<file path="config.mk">
export PLATFORM = sky130hd
export DESIGN_NAME = perf_counter_reader
export DESIGN_NICKNAME = d
export VERILOG_FILES = /design/src/rtl/perf_counter_reader.sv
export SDC_FILE = /design/constraint.sdc
export NUM_CORES = 1
export LEC_CHECK = 0
export BUFFER_PORTS_ARGS = -buffer_cell sky130_fd_sc_hd__buf_2
export CORE_MARGIN = 4
export CORE_UTILIZATION = 30
export DETAILED_ROUTE_END_ITERATION = 8
export SLEW_MARGIN = 5
export SYNTH_ARGS = -nofsm -noshare
export SYNTH_HDL_FRONTEND = slang
export SYNTH_SLANG_ARGS = --single-unit
</file>
<file path="constraint.sdc">
create_clock -name i_clk -period 2.15 [get_ports i_clk]
set_input_delay 0.3225 -clock i_clk [delete_from_list [all_inputs] [get_ports i_clk]]
set_output_delay 0.3225 -clock i_clk [all_outputs]
set_load 0.005 [all_outputs]
</file>
<file path="src/rtl/perf_counter_reader.sv">
// Snapshots three performance counters on request and streams them as an 11-byte
// frame (header, three 24-bit counters MSB first, XOR checksum) over valid/ready.
module perf_counter_reader #(
  parameter int unsigned CNT_W         = 20,
  parameter logic [7:0]  HEADER        = 8'hA5,
  parameter bit          CLEAR_ON_READ = 1'b0
) (
  input  logic             i_clk,
  input  logic             i_rst,
  input  logic             i_req,
  input  logic [CNT_W-1:0] i_inst_count,
  input  logic [CNT_W-1:0] i_ma_count,
  input  logic [CNT_W-1:0] i_mc_count,
  output logic [7:0]       o_tx_data,
  output logic             o_tx_valid,
  input  logic             i_tx_ready,
  output logic             o_busy,
  output logic             o_cnt_clr,
  output logic             o_frame_done
);

  typedef enum logic {StIdle, StSend} state_e;

  state_e      r_state, w_state_d;
  logic [3:0]  r_idx, w_idx_d;
  logic [71:0] r_snap, w_snap_d;
  logic [7:0]  r_chk, w_chk_d;
  logic        r_clr, w_clr_d;
  logic        r_done, w_done_d;

  logic [23:0] w_inst_ext, w_ma_ext, w_mc_ext;
  logic [7:0]  w_cur_byte, w_next_byte;

  // Byte idx of the frame; snapshot packs inst, ma, mc from MSB down.
  function automatic logic [7:0] frame_byte(input logic [3:0]  idx,
                                            input logic [71:0] snap,
                                            input logic [7:0]  chk);
    logic [7:0] b;
    case (idx)
      4'd0:    b = HEADER;
      4'd1:    b = snap[71:64];
      4'd2:    b = snap[63:56];
      4'd3:    b = snap[55:48];
      4'd4:    b = snap[47:40];
      4'd5:    b = snap[39:32];
      4'd6:    b = snap[31:24];
      4'd7:    b = snap[23:16];
      4'd8:    b = snap[15:8];
      4'd9:    b = snap[7:0];
      default: b = chk;
    endcase
    return b;
  endfunction

  always_comb begin
    w_inst_ext = '0;
    w_ma_ext   = '0;
    w_mc_ext   = '0;
    w_inst_ext[CNT_W-1:0] = i_inst_count;
    w_ma_ext[CNT_W-1:0]   = i_ma_count;
    w_mc_ext[CNT_W-1:0]   = i_mc_count;
  end

  assign w_cur_byte  = frame_byte(r_idx, r_snap, r_chk);
  assign w_next_byte = frame_byte(r_idx + 4'd1, r_snap, r_chk);

  always_comb begin
    w_state_d = r_state;
    w_idx_d   = r_idx;
    w_snap_d  = r_snap;
    w_chk_d   = r_chk;
    w_clr_d   = 1'b0;
    w_done_d  = 1'b0;
    unique case (r_state)
      StIdle: begin
        if (i_req) begin
          w_state_d = StSend;
          w_idx_d   = 4'd0;
          w_snap_d  = {w_inst_ext, w_ma_ext, w_mc_ext};
          w_chk_d   = HEADER;
          w_clr_d   = CLEAR_ON_READ;
        end
      end
      StSend: begin
        if (i_tx_ready) begin
          if (r_idx == 4'd10) begin
            w_state_d = StIdle;
            w_idx_d   = 4'd0;
            w_done_d  = 1'b1;
          end else begin
            w_idx_d = r_idx + 4'd1;
            // Checksum covers bytes 0..9; it is frozen once byte 9 goes out.
            if (r_idx < 4'd9) w_chk_d = r_chk ^ w_next_byte;
          end
        end
      end
      default: w_state_d = StIdle;
    endcase
  end

  always_ff @(posedge i_clk or posedge i_rst) begin
    if (i_rst) begin
      r_state <= StIdle;
      r_idx   <= 4'd0;
      r_snap  <= '0;
      r_chk   <= 8'd0;
      r_clr   <= 1'b0;
      r_done  <= 1'b0;
    end else begin
      r_state <= w_state_d;
      r_idx   <= w_idx_d;
      r_snap  <= w_snap_d;
      r_chk   <= w_chk_d;
      r_clr   <= w_clr_d;
      r_done  <= w_done_d;
    end
  end

  assign o_busy       = (r_state == StSend);
  assign o_tx_valid   = (r_state == StSend);
  assign o_tx_data    = (r_state == StSend) ? w_cur_byte : 8'd0;
  assign o_cnt_clr    = r_clr;
  assign o_frame_done = r_done;

endmodule

</file>
==> metrics, run 1 <==
Yosys reg bits 74; via count 4405; Slew HR 0.583; clock-pin transition on the worst setup and hold timing paths 60 ps; Routed Antenna Nets 0; Final Skew roughly 6.3 ps; Pleak a little under 3 nW; first-pass GRT wire length 24.4 mm; Die X between 100 and 150 um; pwr dens 1630 mW/mm^2; Final Cycle Share 1.06; grt met2 use 0.314; Critical-path top delay cell dfrtp_2; Post-synth EDFFs 0; vias in the first global route 4433; Initial Util 0.307; Arr. time, crit path 1960 ps; switching share of power 0.397; Layout Area Growth over Synthesis 43.4%; Clock Power Share 0.178; Avg WL per Cell 19.4 um; PnR worst setup slack -133 ps; core area between 0.01 and 0.015 sq mm; met1 Use GR 0.248; hold_ws 164 ps; Antenna Cells 0; failing checks negative setup slack; met3 GRT Util 0.0460; WL final 16.0 mm; Slew @ Worst Pin 626 ps; CP Max Fanout 7; post-place instance area 0.00503 sq mm; Top FF cell, synth dfrtp_1; post-synthesis sequential area ratio 0.435; Comb pwr share 0.522; Setup CP Type flop to primary output; layer with the highest usage met2; GRT Overall Usage 0.195; HP Class primary input to flop; nets@finish 704; CTS max path bufs 2; DP HPWL 11.0 mm; area of the die 0.0162 sq mm; critical path cell sequence buf_12 > mux2_4 > o221ai_2 > o22ai_2 > o221a_2 > buf_2; Ys Warns 0; Worst-Skew Late Latency around 340 ps; share of cells above drive strength 1 0.355; largest net degree at the start of global routing 45; final instance area 0.00610 sq mm; Clock Root Buffer clkbuf_16; element type at the critical path end primary output; initial antenna violation count 0; Seq pwr share 0.300; most frequent cells in the layout 197 x nand2_1, 73 x buf_2, 70 x dfrtp_1; # clock sinks 74; Final setup viols 7; Die Height approximately 130 um; IR drop worst, VDD 0.748 mV; RSZ-0062 raised after global routing true; Switch Pwr between 3 and 4 mW; drt drc 0; commonest non-fill, non-tap cell in the layout nand2_1; Max Clock Freq roughly 0.44 GHz; Synth Instances between 500 and 600; # port buffers between 70 and 80; RePlAce Congestion 0.969; Pint 5.99 mW; num rows 43; vias per cell 5.34; largest stage delay on the critical path 490 ps; asr flop ratio synth 1.00; Mapped Nets around 580; fin. max-slew vios 0; crit start category flop; Syn Area/Cell 8.24 sq um; Design Power 9.93 mW; min Tclk post-route around 2300 ps; CTS tree done; max_cap viols 0; synth unique cells 65; io pins 76; Initial DRC Count ~320; status finished, violations left; Pre-Repair DR Iteration Count 5; CP Data Required Time 1830 ps; CTS Buf Count 9; mapped cell area 0.00426 sq mm; Final Hold Viols 0; GRT overflow 0; CTS H-Tree Depth 3
-- stage by stage --
step | util | setup WS, ps | cells | setup TNS (ps)
2_1_floorplan | - | 318 | 517 | 0
3_3_place_gp | 0.362 | 145 | 771 | 0
3_5_place_dp | 0.362 | 93.3 | 771 | 0
4_1_cts | 0.421 | -104 | 811 | -359
5_1_grt | 0.440 | -183 | 825 | -765
6_report | 0.440 | -133 | 825 | -403
-- synthesized netlist by cell type, types with 2 or more instances --
cell type  instances  share of area
buf_2             12          0.014
a31oi_1            8          0.012
clkinv_1           2         0.0018
nand2b_1           5         0.0073
clkbuf_1          14          0.012
nand2_1          198           0.17
a22oi_1            8          0.014
nand4b_1           2         0.0041
a21o_1             3         0.0053
buf_4              4         0.0071
nand3b_1           2         0.0035
nand3_1            6         0.0071
a32o_1             4         0.0094
nor3_1             6         0.0071
o22ai_1            5         0.0073
buf_1              4         0.0035
dfrtp_1           74           0.43
mux2_2             7          0.019
buf_6              6          0.016
a221oi_1          10          0.021
o21ai_1            2         0.0024
a21oi_1           22          0.026
mux2i_1           12          0.028
o21ai_0           20          0.024
o211ai_1           4         0.0071
a32oi_1            4         0.0082
o221a_2            2         0.0053
nor2b_1           10          0.015
o2bb2ai_1          5          0.010
nor2_1            16          0.014
inv_1              6         0.0053
-- worst max-delay path, delay by kind of cell (launching register included) --
family / cells / cell delay, ps
buffers and inverters: 2 / 300
AOI/OAI and AO/OA: 3 / 520
muxes: 1 / 310
DFF: 1 / 490
-- flip-flops by register name (all words and copies together) (netlist names) --
signal,count
o_frame_done,1
r_chk,8
o_busy,1
r_idx,4
r_snap,60
-- power groups by stage --
stage | Sequential [mW] | Combinational, mW | Clock, mW
after floorplan | 2.47 | 2.57 | 0
after global placement | 2.90 | 3.78 | 0
after detailed placement | 2.90 | 3.80 | 0
after CTS | 2.92 | 4.66 | 1.80
after global routing | 3.04 | 5.53 | 1.86
final | 2.98 | 5.19 | 1.77
-- final timing paths --
kind	end	cells after the start	slack, ps	from
hold / removal	r_snap[37]	3	160	i_ma_count[13]
min in group asynchronous	r_chk[6]	3	450	i_rst
hold reg to reg	r_chk[3]	1	470	r_chk[3]
setup reg to reg	r_chk[1]	5	50	r_idx[0]
max in group asynchronous	r_idx[1]	4	1060	i_rst
setup / recovery	o_tx_data[2]	6	-130	r_idx[2]
-- layout make-up --
type,count,area [sq um]
inverters,9,46.3
flip-flops and latches,74,1860
multi-input cells,394,2350
clock inverters,5,100
clock buffers,11,253
fillers,1407,7780
well taps,180,225
repair buffers,152,1270
-- metal layers --
layer | vias to the layer above | share of wire
li1 | 2027 | -
met3 | 64 | 0.075
met1 | 2089 | 0.43
met2 | 225 | 0.45
met4 | 0 | 0.045
met5 | - | 0
-- cells by family (layout without fill, tap and decap cells) --
logic type / count (synthesis) / count (layout) / share of synthesized area
and+or+nand+nor: 256 / 256 / 0.255
AOI/OAI and AO/OA: 116 / 116 / 0.195
DFF: 74 / 74 / 0.435
buffers and inverters: 49 / 177 / 0.0608
muxes: 20 / 20 / 0.0520
other: 1 / 1 / 0.000881
xor gates and xnor gates: 1 / 1 / 0.00206
-- what timing repair did --
action,in CTS,in global routing
setup endpoints to repair,8,10
hold buffers,1,0
gates resized for setup,41,34
endpoints found under the hold margin,5,0
pin swaps,13,20
buffers inserted,17,13
gates cloned,6,2
No activity file was read; power rests on OpenSTA's default activity.
==> run 2: changes to the inputs <==
--- a/config.mk
+++ b/config.mk
@@ -5,10 +5,12 @@
 export SDC_FILE = /design/constraint.sdc
 export NUM_CORES = 1
 export LEC_CHECK = 0
+export ABC_AREA = 1
 export BUFFER_PORTS_ARGS = -buffer_cell sky130_fd_sc_hd__buf_2
 export CORE_MARGIN = 4
 export CORE_UTILIZATION = 30
 export DETAILED_ROUTE_END_ITERATION = 8
+export GPL_TIMING_DRIVEN = 0
 export SLEW_MARGIN = 5
 export SYNTH_ARGS = -nofsm -noshare
 export SYNTH_HDL_FRONTEND = slang
==> metrics, run 2 <==
Synth top cells by count 227 x nand2_1, 74 x dfrtp_1, 58 x inv_1; post-synthesis sequential area ratio 0.463 (+0.0277); worst slack, placed -147 ps (-241 ps); via count 4343 (-1.4%); Placed Cells 820 (+6.4%); share of cells above drive strength 1 0.288 (-0.0673); failing checks negative setup slack; Comb pwr share 0.484 (-0.038); Seq pwr share 0.306 (+0.006); CP Max Fanout 8 (+1); IR drop worst, VDD 0.411 mV (-45%); core area 0.0128 sq mm (-7.6%); Biggest register r_snap; Die X 124 um (-2.9%); met3 GRT Util 0.0462 (+0.000216); status finished, violations left; post-synth top area cell dfrtp_1; Initial Util 0.312 (+0.00536); pwr dens 1520 mW/mm^2 (-6.7%); top cell type's share of synthesized area 0.463 (+0.0277); GRT Overall Usage 0.198 (+0.00246); Post-synth EDFFs 0 (unchanged); RePlAce Congestion 0.925 (-4.5%); Cell Count, Final, Fillers Out 874 (+5.9%); Design Power 8.54 mW (-14%); RSZ-0062 raised after global routing true; WL final 14.5 mm (-9.2%); Final setup viols 4 (-3); R2R Setup Slk 230 ps (+180 ps); num rows 41 (-4.7%); CP Data Required Time 1830 ps (about the same); fin. max-slew vios 0 (unchanged); Final Hold Viols 0 (unchanged); io pins 76 (unchanged); Pleak 2.91 nW (-1.4%); CTS tree done; vias per cell 4.97 (-6.9%); mapped cell area 0.00400 sq mm (-6.0%); Setup CP Type flop to primary output; area of the die 0.0153 sq mm (-5.6%); CTS Buf Count 9 (unchanged); synth unique cells 26 (-60%); commonest non-fill, non-tap cell in the layout nand2_1; # port buffers 74 (unchanged); largest net degree at the start of global routing 33 (-27%); Slew @ Worst Pin 524 ps (-102 ps); Avg WL per Cell 16.6 um (-14%); element type at the critical path end primary output; Ys Warns 0 (unchanged); CTS max path bufs 2 (unchanged); clock-pin transition on the worst setup and hold timing paths 60 ps (about the same); most frequent cells in the layout 213 x nand2_1, 75 x buf_2, 71 x dfrtp_1; fillers 1328 (-5.6%); GRT overflow 0 (unchanged); Initial DRC Count 432 (+33%); vias in the first global route 4203 (-5.2%); Mapped Nets 636 (+9.5%); Pre-Repair DR Iteration Count 5 (unchanged); grt met2 use 0.303 (-0.0101); Synth Instances 572 (+11%); Arr. time, crit path 1880 ps (-80 ps); Final Skew 8.77 ps (+2.50 ps); Clock Root Buffer clkbuf_16; crit start category flop; max_cap viols 0 (unchanged); met1 Use GR 0.267 (+0.0188); Yosys reg bits 74 (unchanged); max reg flops 60 (unchanged); # clock sinks 74 (unchanged); Worst-Skew Late Latency 340 ps (about the same); Clock Power Share 0.211 (+0.033); nets@finish 761 (+8.1%); Routed Antenna Nets 0 (unchanged); Antenna Cells 0 (unchanged); layer with the highest usage met2; DP HPWL 10.5 mm (-4.9%); Switch Pwr 3.65 mW (-7.4%); HP Class primary input to flop; first-pass GRT wire length 22.6 mm (-7.4%); Max Clock Freq 0.455 GHz (+3.9%); Top FF cell, synth dfrtp_1; Slew HR 0.651 (+0.0682); Synth area leaders dfrtp_1 46%, nand2_1 21%, o21ai_0 6.1%, inv_1 5.4%, nand3_1 5.4%; Layout Area Growth over Synthesis 40.6%; min Tclk post-route 2200 ps (-84.8 ps); Pint 4.89 mW (-18%); Regs by FF count r_snap: 60 flops, r_chk: 8 flops, r_idx: 4 flops; initial antenna violation count 0 (unchanged); switching share of power 0.428 (+0.0304); drt drc 0 (unchanged); asr flop ratio synth 1.00 (unchanged); CTS H-Tree Depth 3 (unchanged); PnR worst setup slack -48.2 ps (+84.8 ps); Die Height 124 um (-2.9%); Syn Area/Cell 7.00 sq um (-15%); Final Cycle Share 1.02 (-0.0394); most common cell in the netlist nand2_1
==> run 2: cell types whose count changed after synthesis, moves of 9 or more <==
cell and change:
buf_2 -10, nand2_1 +29, a21oi_1 -10, nor2b_1 -10, mux2i_1 -12, nor2_1 +22
o21ai_0 +29, nand3_1 +37, a221oi_1 -9, o22ai_1 +9, inv_1 +52
==> run 2: cells by family (layout without fill, tap and decap cells) <==
| group | after synthesis | after routing | synth area share |
|---|---|---|---|
| AO/OA/AOI/OAI | 86 | 86 | 0.119 |
| buffers and inverters | 83 | 213 | 0.0850 |
| flip-flops | 74 | 74 | 0.463 |
| other | 1 | 1 | 0.000937 |
| AND/OR/NAND/NOR | 328 | 328 | 0.333 |
==> run 2: what timing repair did <==
action	CTS	global route
resized for setup	68	31
setup buffers	25	12
endpoints found under the hold margin	7	0
pin swaps	24	16
endpoints found under the setup margin	8	16
hold buffers	1	0
==> run 2: power groups by stage <==
stage | clock network (mW) | logic, mW | registers (mW)
2_1_floorplan | 0 | 2.07 | 2.40
3_3_place_gp | 0 | 3.01 | 2.55
3_5_place_dp | 0 | 3.08 | 2.56
4_1_cts | 1.83 | 3.77 | 2.58
5_1_grt | 1.88 | 4.54 | 2.69
6_report | 1.80 | 4.13 | 2.61
==> run 2: final timing paths <==
kind / from / end / cells past startpoint
min in group asynchronous: i_rst / r_snap[59] / 3
max reg2reg: o_busy / r_snap[59] / 5
min: i_ma_count[13] / r_snap[37] / 3
min reg2reg: r_snap[3] / r_snap[3] / 2
max in group asynchronous: i_rst / o_busy / 4
max: r_idx[2] / o_tx_data[1] / 7
==> run 2: through the flow <==
stage	utilization	area [sq um]	hold WS (ps)	setup TNS, ps
floorplan	-	4010	439	0
global placement	0.358	4590	491	-420
detailed placement	0.361	4630	360	-414
CTS	0.423	5420	170	-100
global route	0.439	5630	181	-681
finish	0.439	5630	175	-110
==> run 2: final cells by class <==
| class | count | area [sq um] | share of cell area |
|---|---|---|---|
| tap | 172 | 215 | 0.0382 |
| clock buffer | 12 | 256 | 0.0456 |
| buffer | 21 | 128 | 0.0227 |
| inverter | 62 | 262 | 0.0465 |
| sequential | 74 | 1860 | 0.330 |
| multi-input combinational | 415 | 2100 | 0.374 |
| clock inverter | 4 | 97.6 | 0.0173 |
| timing repair buffer | 114 | 709 | 0.126 |
==> run 2: layer usage <==
metal | share of wire | routed length, um
met5 | 0 | 0
met4 | 0.026 | 375
met3 | 0.095 | 1380
met2 | 0.44 | 6340
met1 | 0.44 | 6450
==> run 2: worst max-delay path, stage by stage, from the launching register on <==
cell      delay (ps)
dfrtp_2          430
clkinv_4         120
nor2_4           240
nand2_4          150
o22ai_2          200
nor3_2            70
a21oi_1          190
buf_2            140
